$ cat config.mk
export PLATFORM = sky130hd
export DESIGN_NAME = qspi_flash_responder
export DESIGN_NICKNAME = d
export VERILOG_FILES = /design/src/rtl/qspi_flash_responder.sv
export SDC_FILE = /design/constraint.sdc
export NUM_CORES = 1
export LEC_CHECK = 0
export ABC_AREA = 1
export CAP_MARGIN = 20
export CORE_MARGIN = 8
export CORE_UTILIZATION = 60
export CTS_BUF_LIST = sky130_fd_sc_hd__clkbuf_4
export DETAILED_ROUTE_END_ITERATION = 10
export HOLD_SLACK_MARGIN = 0.02
export PLACE_DENSITY = 0.83
export SLEW_MARGIN = 25
export SYNTH_ARGS = -nofsm -noshare
export SYNTH_HDL_FRONTEND = slang
export SYNTH_SLANG_ARGS = --single-unit
$ cat constraint.sdc
create_clock -name clk -period 2.2 [get_ports clk]
set_clock_uncertainty 0.05 [all_clocks]
set_input_delay 0.44 -clock clk [delete_from_list [all_inputs] [get_ports clk]]
set_output_delay 0.44 -clock clk [all_outputs]
set_load 0.005 [all_outputs]
$ cat src/rtl/qspi_flash_responder.sv
// QSPI NOR-flash target answering Quad I/O Fast Read (0xEB) with continuous-read
// mode and the 0x66/0x99 reset sequence, served from a byte-wide synchronous memory.
module qspi_flash_responder #(
   parameter int unsigned MEM_AW       = 24,
   parameter int unsigned DUMMY_CYCLES = 4
) (
   input  logic              clk,
   input  logic              rst_n,
   input  logic              sck,
   input  logic              ce_n,
   input  logic [3:0]        io_in,
   output logic [3:0]        io_out,
   output logic              io_oe,
   output logic [MEM_AW-1:0] mem_addr,
   output logic              mem_rd,
   input  logic [7:0]        mem_rdata,
   output logic              cont_mode,
   output logic              cmd_err
);

   typedef enum logic [2:0] {StIdle, StCmd, StAddr, StMode, StDummy, StData, StIgnore} state_e;

   localparam logic [7:0] DummyLast = 8'(DUMMY_CYCLES - 1);

   // [0],[1] synchronizer stages, [2] previous synchronized value for edge detect
   logic [2:0]        sck_sync_q, ce_sync_q;
   logic [3:0]        io_s1_q, io_s2_q;
   state_e            state_q, state_d;
   logic [7:0]        cnt_q, cnt_d;
   logic [23:0]       shift_q, shift_d;
   logic [MEM_AW-1:0] addr_q, addr_d;
   logic              cont_q, cont_d, rst_en_q, rst_en_d;
   logic [7:0]        cur_q, cur_d, pre_q, pre_d;
   logic              nib_hi_q, nib_hi_d;
   logic [3:0]        io_out_q, io_out_d;
   logic              io_oe_q, io_oe_d;
   logic              rd_cur_q, rd_cur_d, rd_pre_q, rd_pre_d;
   logic              lat_cur_q, lat_pre_q;
   logic              cmd_err_q, cmd_err_d;

   logic        sck_rise, sck_fall, ce_rise, ce_fall;
   logic [23:0] shift_bit, shift_nib;

   assign sck_rise  = sck_sync_q[1] & ~sck_sync_q[2];
   assign sck_fall  = ~sck_sync_q[1] & sck_sync_q[2];
   assign ce_rise   = ce_sync_q[1] & ~ce_sync_q[2];
   assign ce_fall   = ~ce_sync_q[1] & ce_sync_q[2];
   assign shift_bit = {shift_q[22:0], io_s2_q[0]};
   assign shift_nib = {shift_q[19:0], io_s2_q};

   assign io_out    = io_out_q;
   assign io_oe     = io_oe_q;
   assign mem_addr  = addr_q;
   assign mem_rd    = rd_cur_q | rd_pre_q;
   assign cont_mode = cont_q;
   assign cmd_err   = cmd_err_q;

   always_comb begin
      state_d   = state_q;
      cnt_d     = cnt_q;
      shift_d   = shift_q;
      addr_d    = addr_q;
      cont_d    = cont_q;
      rst_en_d  = rst_en_q;
      cur_d     = lat_cur_q ? mem_rdata : cur_q;
      pre_d     = lat_pre_q ? mem_rdata : pre_q;
      nib_hi_d  = nib_hi_q;
      io_out_d  = io_out_q;
      io_oe_d   = io_oe_q;
      rd_cur_d  = 1'b0;
      rd_pre_d  = 1'b0;
      cmd_err_d = 1'b0;

      // ce_n rise has priority over any sck edge seen in the same cycle
      if (ce_rise) begin
         state_d  = StIdle;
         cnt_d    = '0;
         shift_d  = '0;
         io_oe_d  = 1'b0;
         io_out_d = '0;
         nib_hi_d = 1'b1;
      end else begin
         case (state_q)
            StIdle: begin
               if (ce_fall) begin
                  state_d = cont_q ? StAddr : StCmd;
                  cnt_d   = '0;
                  shift_d = '0;
               end
            end
            StCmd: begin
               if (sck_rise) begin
                  shift_d = shift_bit;
                  cnt_d   = cnt_q + 8'd1;
                  if (cnt_q == 8'd7) begin
                     cnt_d   = '0;
                     state_d = StIgnore;
                     if (shift_bit[7:0] == 8'hEB) begin
                        state_d  = StAddr;
                        rst_en_d = 1'b0;
                     end else if (shift_bit[7:0] == 8'h66) begin
                        rst_en_d = 1'b1;
                     end else if (shift_bit[7:0] == 8'h99 && rst_en_q) begin
                        cont_d   = 1'b0;
                        rst_en_d = 1'b0;
                     end else begin
                        cmd_err_d = 1'b1;
                        rst_en_d  = 1'b0;
                     end
                  end
               end
            end
            StAddr: begin
               if (sck_rise) begin
                  shift_d = shift_nib;
                  cnt_d   = cnt_q + 8'd1;
                  if (cnt_q == 8'd5) begin
                     addr_d  = MEM_AW'(shift_nib);
                     cnt_d   = '0;
                     state_d = StMode;
                  end
               end
            end
            StMode: begin
               if (sck_rise) begin
                  shift_d = shift_nib;
                  cnt_d   = cnt_q + 8'd1;
                  if (cnt_q == 8'd1) begin
                     cont_d   = (shift_nib[5:4] == 2'b10);
                     rd_cur_d = 1'b1;
                     cnt_d    = '0;
                     nib_hi_d = 1'b1;
                     state_d  = (DUMMY_CYCLES == 0) ? StData : StDummy;
                  end
               end
            end
            StDummy: begin
               if (sck_rise) begin
                  cnt_d = cnt_q + 8'd1;
                  if (cnt_q == DummyLast) begin
                     cnt_d   = '0;
                     state_d = StData;
                  end
               end
            end
            StData: begin
               if (sck_fall) begin
                  io_oe_d = 1'b1;
                  if (nib_hi_q) begin
                     // prefetch the next byte while the high nibble is on the bus
                     io_out_d = cur_q[7:4];
                     addr_d   = addr_q + MEM_AW'(1);
                     rd_pre_d = 1'b1;
                     nib_hi_d = 1'b0;
                  end else begin
                     io_out_d = cur_q[3:0];
                     cur_d    = pre_q;
                     nib_hi_d = 1'b1;
                  end
               end
            end
            StIgnore: ;
            default:  state_d = StIdle;
         endcase
      end
   end

   always_ff @(posedge clk or negedge rst_n) begin
      if (!rst_n) begin
         sck_sync_q <= 3'b000;
         ce_sync_q  <= 3'b111;
         io_s1_q    <= '0;
         io_s2_q    <= '0;
         state_q    <= StIdle;
         cnt_q      <= '0;
         shift_q    <= '0;
         addr_q     <= '0;
         cont_q     <= 1'b0;
         rst_en_q   <= 1'b0;
         cur_q      <= '0;
         pre_q      <= '0;
         nib_hi_q   <= 1'b1;
         io_out_q   <= '0;
         io_oe_q    <= 1'b0;
         rd_cur_q   <= 1'b0;
         rd_pre_q   <= 1'b0;
         lat_cur_q  <= 1'b0;
         lat_pre_q  <= 1'b0;
         cmd_err_q  <= 1'b0;
      end else begin
         sck_sync_q <= {sck_sync_q[1:0], sck};
         ce_sync_q  <= {ce_sync_q[1:0], ce_n};
         io_s1_q    <= io_in;
         io_s2_q    <= io_s1_q;
         state_q    <= state_d;
         cnt_q      <= cnt_d;
         shift_q    <= shift_d;
         addr_q     <= addr_d;
         cont_q     <= cont_d;
         rst_en_q   <= rst_en_d;
         cur_q      <= cur_d;
         pre_q      <= pre_d;
         nib_hi_q   <= nib_hi_d;
         io_out_q   <= io_out_d;
         io_oe_q    <= io_oe_d;
         rd_cur_q   <= rd_cur_d;
         rd_pre_q   <= rd_pre_d;
         lat_cur_q  <= rd_cur_q;
         lat_pre_q  <= rd_pre_q;
         cmd_err_q  <= cmd_err_d;
      end
   end

endmodule

Word-level counts from Yosys, hierarchy flattened:

Cells that the tools add are included.

* memory bits (read-only): 0
* memory bits (writable): 0
* latch bits: 0
* register bits: 98
* memories: 0
* word-level logic and storage cells: 165
* output and inout port bits: 32

* magnitude comparators: 0
* equal/unequal tests: 37
* multiply operators: 0
* bitwise logic cells: 10
* reductions and logical operators: 19
* multiplexer cells: 77
* add/sub/neg operators: 2
* div/mod/pow operators: 0
* shift operators: 0

Operators by type and width (count)
* $mux W8: 15
* $mux W24: 4
* $mux W20: 4
* $pmux W20 S3: 1
* $pmux W24 S2: 1
* $pmux W8 S5: 1
* $mux W3: 11
* $mux W1: 32
* $ne A3 B3 Y1 const B: 10
* $add A24 B1 Y24 const B: 1
* $ne A2 B2 Y1 const B: 11
* $pmux W3 S6: 1
* $eq A8 B3 Y1 const B: 2
* $eq A8 B8 Y1 const B: 2
* $mux W4: 4
* $reduce_and A4 Y1: 3
* $reduce_and A6 Y1: 2
* $reduce_and A10 Y1: 1
* $eq A3 B3 Y1 const B: 3
* $reduce_and A9 Y1: 1
* $add A8 B1 Y8 const B: 1
* $eq A8 B1 Y1 const B: 1
* $eq A8 B2 Y1 const B: 1
* $eq A8 B7 Y1 const B: 1
* 18 further kinds: 31

Longest topological paths before layout:

Gate-level depths: netlist of run 1.

* word-level depth: 9
* depth in mapped cells: 12

Least setup slack after synthesis of run 1:

Ideal clock, no wire load.

* path kind: flip-flop to flip-flop
* start: register ce_sync_q[2]
* end: register cur_q[5]
* data arrival time: 1.573 ns
* setup slack: 0.457 ns
* cell stages (with the launch flop): 10
* buffers on the path: 1
* required time: 2.029 ns
* cells stage by stage: dfstp_2 > inv_1 > ha_1 > nor2_2 > inv_1 > nor2_2 > nand3_2 > buf_2 > nand2_1 > o21ai_1

* word-level cells in the longest chain between the ends: 3

RTL lines
* start: declaration: line 26 `logic [2:0] sck_sync_q, ce_sync_q;`
* start signal: assignment: line 192 `ce_sync_q <= {ce_sync_q[1:0], ce_n};`
* $not A1 Y1: line 46 `assign ce_rise = ce_sync_q[1] & ~ce_sync_q[2];`
* $and A1 B1 Y1: line 46
* $mux W8: line 75 `if (ce_rise) begin`
* net cur_d[5]: line 33 `logic [7:0] cur_q, cur_d, pre_q, pre_d;`
* end signal: assignment: line 201 `cur_q <= cur_d;`
* end: declaration: line 33

The timed path passes the listed nets, and every way through them passes these cells.
A chain may end at the register's enable or synchronous reset.

Worst setup path in the final report of run 1:

* start: register rd_pre_q
* end: output port mem_rd

* word-level cells in the longest chain between the ends: 1

RTL lines
* start: declaration: line 37 `logic rd_cur_q, rd_cur_d, rd_pre_q, rd_pre_d;`
* start signal: assignment: line 207 `rd_pre_q <= rd_pre_d;`
* $or A1 B1 Y1: line 54 `assign mem_rd = rd_cur_q | rd_pre_q;`
* end: declaration: line 15 `output logic mem_rd,`

No other way between the ends.

==> results_dict.tcl, run 1 <==
set metrics [dict create \
    synth-warning-count 0 \
    antenna_left 0 \
    grt_setup_unrepaired "false" \
    drt-wirelength-per-cell_um 14.8 \
    root_buffer "clkbuf_4" \
    p_comb_frac 0.391 \
    cap_violations 0 \
    r2r-start "ce_sync_q[1]$_DFF_PN1_" \
    htree_levels 3 \
    initial_antenna_violation_count 0 \
    cts_tree "done" \
    cts.sink_count 98 \
    power-per-cell-area_mw_per_mm2 943 \
    portBuffers 47 \
    achievable-frequency_ghz 0.477 \
    route.vias.total 5120 \
    power.clock.fraction 0.170 \
    power_w 0.00594 \
    mostFrequentLayoutCells "249 x nand2_1, 94 x dfrtp_1, 68 x inv_1, 64 x nor2_1, 62 x nand3_1" \
    switching_power_total_w 0.00254 \
    area_delta_synth_final_pct 14.0 \
    depth_of_the_most_critical_reg_to_reg_path 8 \
    report.final.hold_viol_count 0 \
    netSwitchingFraction 0.429 \
    worst_hold_startpoint "ce_sync_q[0]$_DFF_PN1_" \
    fp.dieW_um 112 \
    pin_count_of_the_biggest_net_entering_global_routing 46 \
    fin_hold_ws_ns 0.319 \
    synth-compound-area-share 0.105 \
    drt_drc_violations_left 0 \
    layout.nets 816 \
    dp.final_hpwl_um 9990 \
    syn-cell-area_mm2 0.00552 \
    layout.cells.most_common "nand2_1" \
    layout.core_utilization 0.694 \
    numCtsBuffers 9 \
    worst_setup_path_start "rd_pre_q$_DFF_PN0_" \
    synth_top_family_by_area "simple AND/OR/NAND/NOR gates" \
    critical_path_cell_count 2 \
    critical_path_buf_inv_count 1 \
    number_of_nets_in_the_synthesized_netlist 767 \
    final.period_utilization 0.952 \
    dieHeight_um 112 \
    yosys_most_used_dff "dfrtp_1" \
    gr-usage-all-layers 0.221 \
    timing.final.ws_setup_ns 0.105 \
    synth-seq-cells 98 \
    drt_wl_total_um 13500 \
    max_stage_delay_ns 0.45 \
    route.detailed.vias_per_inst 5.62 \
    synthArstFlopShare 1.00 \
    cts_setup_buffers 0 \
    internal_power_w 0.00339 \
    io_pins 48 \
    grt.overflow.total 0 \
    worst-setup-path-type "reg -> out" \
    synth_simple_gate_area_frac 0.339 \
    outcome "finished, final reports clean" \
    timing.critical_path.arrival_ns 1.61 \
    timing.setup.tns_ns 0 \
    place.gp.congestion 0.876 \
    worstPathMaxFanout 2 \
    drive_above_1_share 0.105 \
    antennaDiodeCount 0 \
    syn-mean-instance-area_um2 7.40 \
    synth-seq-area-share 0.445 \
    crit_slowest_cell "clkdlybuf4s50_1" \
    critical-path-top-delay-family "buffers and inverters" \
    storage_cell_area_mm2 0.00246 \
    clk_pin_slew_ns 0.16 \
    std_cell_rows 35 \
    slew_headroom 0.619 \
    initial_core_util 0.609 \
    synth-edff-count 0 \
    synth_fa_ha_area_frac 0.0113 \
    final_period_minus_worst_setup_slack_ns 2.10 \
    multi_input_comb_area_mm2 0.00265 \
    power.share.sequential 0.440 \
    vias_in_the_first_global_route 4960 \
    synth_unique_cells 42 \
    muxShareOfSynthArea 0.0154 \
    pre_cts_ws_ns 0.205 \
    core_region_area_mm2 0.00906 \
    hold_path_class "reg -> reg" \
    worstMarginPinSlew_ns 0.572 \
    drt-initial-drc-count 428 \
    max-vdd-ir-drop_uv 542 \
    clock_latency_of_the_later_clocked_register_in_the_worst_skew_pair_ns 0.47 \
    wire_length_of_the_first_global_routing_pass_um 23000 \
    worstPathCellList "or2_2 > clkdlybuf4s50_1" \
    cts_max_path_buffers 2 \
    pleak_nw 2.89 \
    drt-pass1-iter-count 5 \
    post_synthesis_share_of_cell_area_spent_on_xor_and_xnor_gates 0.00793 \
    hold_path_depth 0 \
    fillcell_total 751 \
    timing_max_transition_violations_final 0 \
    timing.critical_path.from_type "flop" \
    final-setup-viol-count 0 \
    crit_path_end_kind "output port" \
    fp.dieArea_mm2 0.0125 \
    cp_data_required_time_ns 1.71 \
    synthesis.instances 746 \
]
-- registers in the layout, summed over array words and instances, names as in the netlist --
name        cells
ce_sync_q       3
cmd_err         1
cnt_q           8
cont_mode       1
cur_q           8
io_oe           1
io_out          4
io_s1_q         4
io_s2_q         4
lat_cur_q       1
lat_pre_q       1
mem_addr       24
nib_hi_q        1
pre_q           8
rd_cur_q        1
rd_pre_q        1
rst_en_q        1
sck_sync_q      3
shift_q        20
state_q         3
-- cell families after synthesis --
logic type | Yosys count
AO/OA/AOI/OAI | 102
XOR/XNOR | 5
adder cells (fa/ha/maj) | 5
buffers and inverters | 99
flip-flops | 98
multiplexers | 8
AND/OR/NAND/NOR | 429
-- worst paths after layout --
kind | endpoint | slack [ns]
setup / recovery | mem_rd | 0.10
hold / removal | ce_sync_q[1]$_DFF_PN1_ | 0.32
setup reg to reg | shift_q[12]$_DFFE_PN0P_ | 0.17
hold reg to reg | ce_sync_q[1]$_DFF_PN1_ | 0.32
max in group asynchronous | nib_hi_q$_DFFE_PN1P_ | 0.99
min in group asynchronous | cnt_q[5]$_DFFE_PN0P_ | 0.43
-- power groups by stage --
stage | sequential [W] | clock [W] | combinational [W]
2_1_floorplan | 0.00250 | 0 | 0.00156
3_3_place_gp | 0.00262 | 0 | 0.00223
3_5_place_dp | 0.00264 | 0 | 0.00231
4_1_cts | 0.00260 | 0.00103 | 0.00232
5_1_grt | 0.00266 | 0.00109 | 0.00261
6_report | 0.00261 | 0.00101 | 0.00232
-- metrics by stage --
step,instance area [µm²],std cells
6_report,6290,911
5_1_grt,6290,911
2_1_floorplan,5520,746
3_5_place_dp,6120,894
4_1_cts,6280,911
3_3_place_gp,6120,894
-- timing repair --
| item | CTS | global route |
|---|---|---|
| gates resized for setup | 0 | 1 |
| hold endpoints to repair | 38 | 0 |
| hold buffers | 1 | 0 |
| endpoints found under the setup margin | 0 | 1 |
-- final cells by class --
class	instances	share of cell area
clock buffers	9	0.0107
repair buffers	60	0.0943
well taps	111	0.0221
inverters	77	0.0463
clock inverters	7	0.0145
multi-input cells	549	0.422
flip-flops and latches	98	0.391
-- worst register-to-register path: stages, from the launching register on --
cell and delay [ns]:
dfstp_2 0.57, ha_1 0.32, nor2_1 0.13, nand3_1 0.15, nand2_1 0.08, nor2_2 0.26, inv_2 0.21, nand2_1 0.10
o21ai_1 0.06
-- metal layers --
metal	global-route usage	vias to the layer above	wire [µm]
li1	-	2511	-
met1	0.277	2402	5820
met2	0.373	180	6570
met3	0.0357	27	771
met4	0.0908	0	304
met5	0	-	0
-- cells in the mapped netlist, drive strengths merged (5+ instances only) --
library cell	number	area (µm²)
a21oi	7	38.8
nand4	9	56.3
nand3b	5	37.5
inv	77	292
nor2	74	313
nand2	253	965
nand3	67	368
buf	15	101
a32oi	10	87.6
or2	14	87.6
clkbuf	7	26.3
o22ai	5	31.3
ha	5	62.6
dfrtp	94	2350
o21ai	76	395
No activity file was read; power rests on OpenSTA's default activity.
==> run 2: changes to the inputs <==
Settings changed: ABC_AREA 1 to unset, CORE_UTILIZATION 60 to 59.
==> run 2 against run 1 <==
  * Synthesized area is 11% lower
  * Final area fell by 7.2%
  * Sequential power up 3%
  * Die area fell by 8.6%
  * Critical path depth increased by 5
  * Utilization grew 2.4 points
  * Worst setup slack got worse by 0.066 ns
  * Power up 3.8%
  * Worst hold slack worse by 0.011 ns
  * Non-clock buffer count grew 24
  * Flip-flop and latch count stayed put
  * Largest cell class is now sequential cells
  * Largest power group unchanged
==> results_dict.tcl, run 2 <==
set metrics [dict create \
    outcome "finished, final reports clean" \
    initial_core_util 0.601 \
    report.final.hold_viol_count 0 \
    drt-wirelength-per-cell_um 17.4 \
    drt-pass1-iter-count 4 \
    syn-cell-area_mm2 0.00489 \
    final.period_utilization 0.983 \
    cap_violations 0 \
    clk_pin_slew_ns 0.16 \
    storage_cell_area_mm2 0.00246 \
    fillcell_total 645 \
    dieHeight_um 107 \
    grt.overflow.total 0 \
    core_region_area_mm2 0.00813 \
    place.gp.congestion 0.868 \
    timing.critical_path.from_type "flop" \
    gr-usage-all-layers 0.218 \
    cts.sink_count 98 \
    cts_max_path_buffers 2 \
    critical-path-top-delay-family "simple AND/OR/NAND/NOR gates" \
    critical-path-top-cell-by-count "nor2_1" \
    hold_path_depth 0 \
    drive_above_1_share 0.143 \
    wire_length_of_the_first_global_routing_pass_um 20400 \
    r2r-start "cnt_q[5]$_DFFE_PN0P_" \
    worstMarginPinSlew_ns 0.543 \
    synth-seq-cells 98 \
    post-synth-top-count-cell "dfrtp_1" \
    hold_path_class "reg -> reg" \
    timing_max_transition_violations_final 0 \
    dp.final_hpwl_um 8490 \
    synthArstFlopShare 1.00 \
    area_delta_synth_final_pct 19.5 \
    crit_slowest_cell "or4_4" \
    largest_reg_flops 24 \
    layout.cells.most_common "dfrtp_1" \
    route.vias.total 4328 \
    synth-seq-area-share 0.503 \
    route.detailed.vias_per_inst 6.24 \
    std_cell_rows 33 \
    synth.top_cells.by_area "dfrtp_1 48%, nand2_1 5.5%, a21oi_1 4.9%" \
    achievable-frequency_ghz 0.463 \
    critical_path_buf_inv_count 1 \
    final_period_minus_worst_setup_slack_ns 2.16 \
    io_pins 48 \
    rrSetupSlack_ns 0.04 \
    drt_drc_violations_left 0 \
    crit_end "cnt_q[4]$_DFFE_PN0P_" \
    grt_setup_unrepaired "true" \
    antennaDiodeCount 0 \
    layout.core_utilization 0.718 \
    synth.cells.most_frequent "94 x dfrtp_1, 71 x nand2_1, 48 x a21oi_1" \
    antenna_left 0 \
    yosys_most_used_dff "dfrtp_1" \
    root_buffer "clkbuf_4" \
    r2r_end "cnt_q[4]$_DFFE_PN0P_" \
    initial_antenna_violation_count 0 \
    worstPathMaxFanout 8 \
    timing.critical_path.arrival_ns 2.47 \
    fp.dieArea_mm2 0.0115 \
    power-per-cell-area_mw_per_mm2 1050 \
    cp_data_required_time_ns 2.51 \
    fin_area_mm2 0.00584 \
    synth-edff-count 0 \
    synth_unique_cells 59 \
    worst-setup-path-type "reg -> reg" \
    clock_latency_of_the_later_clocked_register_in_the_worst_skew_pair_ns 0.47 \
    drt_wl_total_um 12100 \
    synth-warning-count 0 \
    dpl_cell_area_mm2 0.00563 \
    pin_count_of_the_biggest_net_entering_global_routing 53 \
    max_stage_delay_ns 0.58 \
    yosys.area.top_type "dfrtp_1" \
    depth_of_the_most_critical_reg_to_reg_path 7 \
    worstPathCellList "or4_4 > nor2_1 > nor2_1 > o31ai_4 > buf_4 > nor4_1 > a211o_1" \
    synth_largest_type_area_fraction 0.481 \
    synthesis.instances 527 \
    slew_headroom 0.633 \
    mostFrequentLayoutCells "93 x dfrtp_1, 71 x nand2_1, 48 x a21oi_1, 46 x clkdlybuf4s50_1, 45 x o21ai_0" \
    vias_in_the_first_global_route 4072 \
    syn-mean-instance-area_um2 9.28 \
    fp.dieW_um 107 \
    max-vdd-ir-drop_uv 567 \
    drt-initial-drc-count 297 \
    portBuffers 47 \
    pleak_nw 2.43 \
    cts_tree "done" \
    number_of_nets_in_the_synthesized_netlist 548 \
    multi_input_comb_area_mm2 0.00226 \
    htree_levels 3 \
    crit_path_end_kind "flop" \
    layout.nets 605 \
    numCtsBuffers 9 \
    critical_path_cell_count 7 \
    worst_setup_path_start "cnt_q[5]$_DFFE_PN0P_" \
    final-setup-viol-count 0 \
]
## run 2: logic make-up after synthesis
| family | count (synthesis) | synth area share |
|---|---|---|
| flops | 98 | 0.503 |
| mux | 21 | 0.0450 |
| xor+xnor | 1 | 0.00179 |
| compound gates | 166 | 0.210 |
| simple gates | 189 | 0.186 |
| fa+ha+maj | 6 | 0.0148 |
| buf+inv | 46 | 0.0394 |
## run 2: where the power goes
part | internal (W) | switching (W)
registers | 0.00221 | 0.000482
clock network | 0.000369 | 0.000671
logic | 0.00118 | 0.00125
## run 2: layer usage
layer  up-vias  routed length [µm]  GRT usage
met4         0                 221     0.0915
met3        23                 768     0.0492
met1      2108                5170      0.280
met2       173                5940      0.348
li1       2024                   -          -
met5         -                   0          0
## run 2: worst min-delay path by stage
stage / startpoint / endpoint / slack [ns]
6_report: ce_sync_q[0]$_DFF_PN1_ / ce_sync_q[1]$_DFF_PN1_ / 0.31
5_1_grt: io_in[1] / io_s1_q[1]$_DFF_PN0_ / 0.30
4_1_cts: ce_n / ce_sync_q[0]$_DFF_PN1_ / 0.30
3_5_place_dp: io_s1_q[3]$_DFF_PN0_ / io_s2_q[3]$_DFF_PN0_ / 0.29
3_3_place_gp: sck_sync_q[0]$_DFF_PN0_ / sck_sync_q[1]$_DFF_PN0_ / 0.28
2_1_floorplan: rst_n / cmd_err$_DFF_PN0_ / 0.09
## run 2: cell type report
| type | instances | area share |
|---|---|---|
| Multi-Input combinational cell | 383 | 0.388 |
| Clock inverter | 7 | 0.0150 |
| Sequential cell | 98 | 0.421 |
| Timing Repair Buffer | 84 | 0.137 |
| Inverter | 8 | 0.00514 |
| Clock buffer | 9 | 0.0116 |
| Tap cell | 105 | 0.0225 |
## run 2: through the flow
stage	hold WS, ns	power, W	TNS [ns]	worst slack (ns)	std cells
after global placement	0.283	0.00494	0	0.0966	674
after floorplan	0.0944	0.00398	0	0.142	527
final	0.308	0.00616	0	0.0383	694
after CTS	0.302	0.00613	0	0.00331	693
after global routing	0.297	0.00657	-0.273	-0.0560	694
after detailed placement	0.290	0.00505	0	0.0206	674
## run 2: what timing repair did
action,CTS,global route
hold endpoints to repair,21,0
buffers inserted,2,1
cloned,0,0
hold buffers,1,0
resized for setup,0,9
endpoints found under the setup margin,1,27
pin swaps,1,1
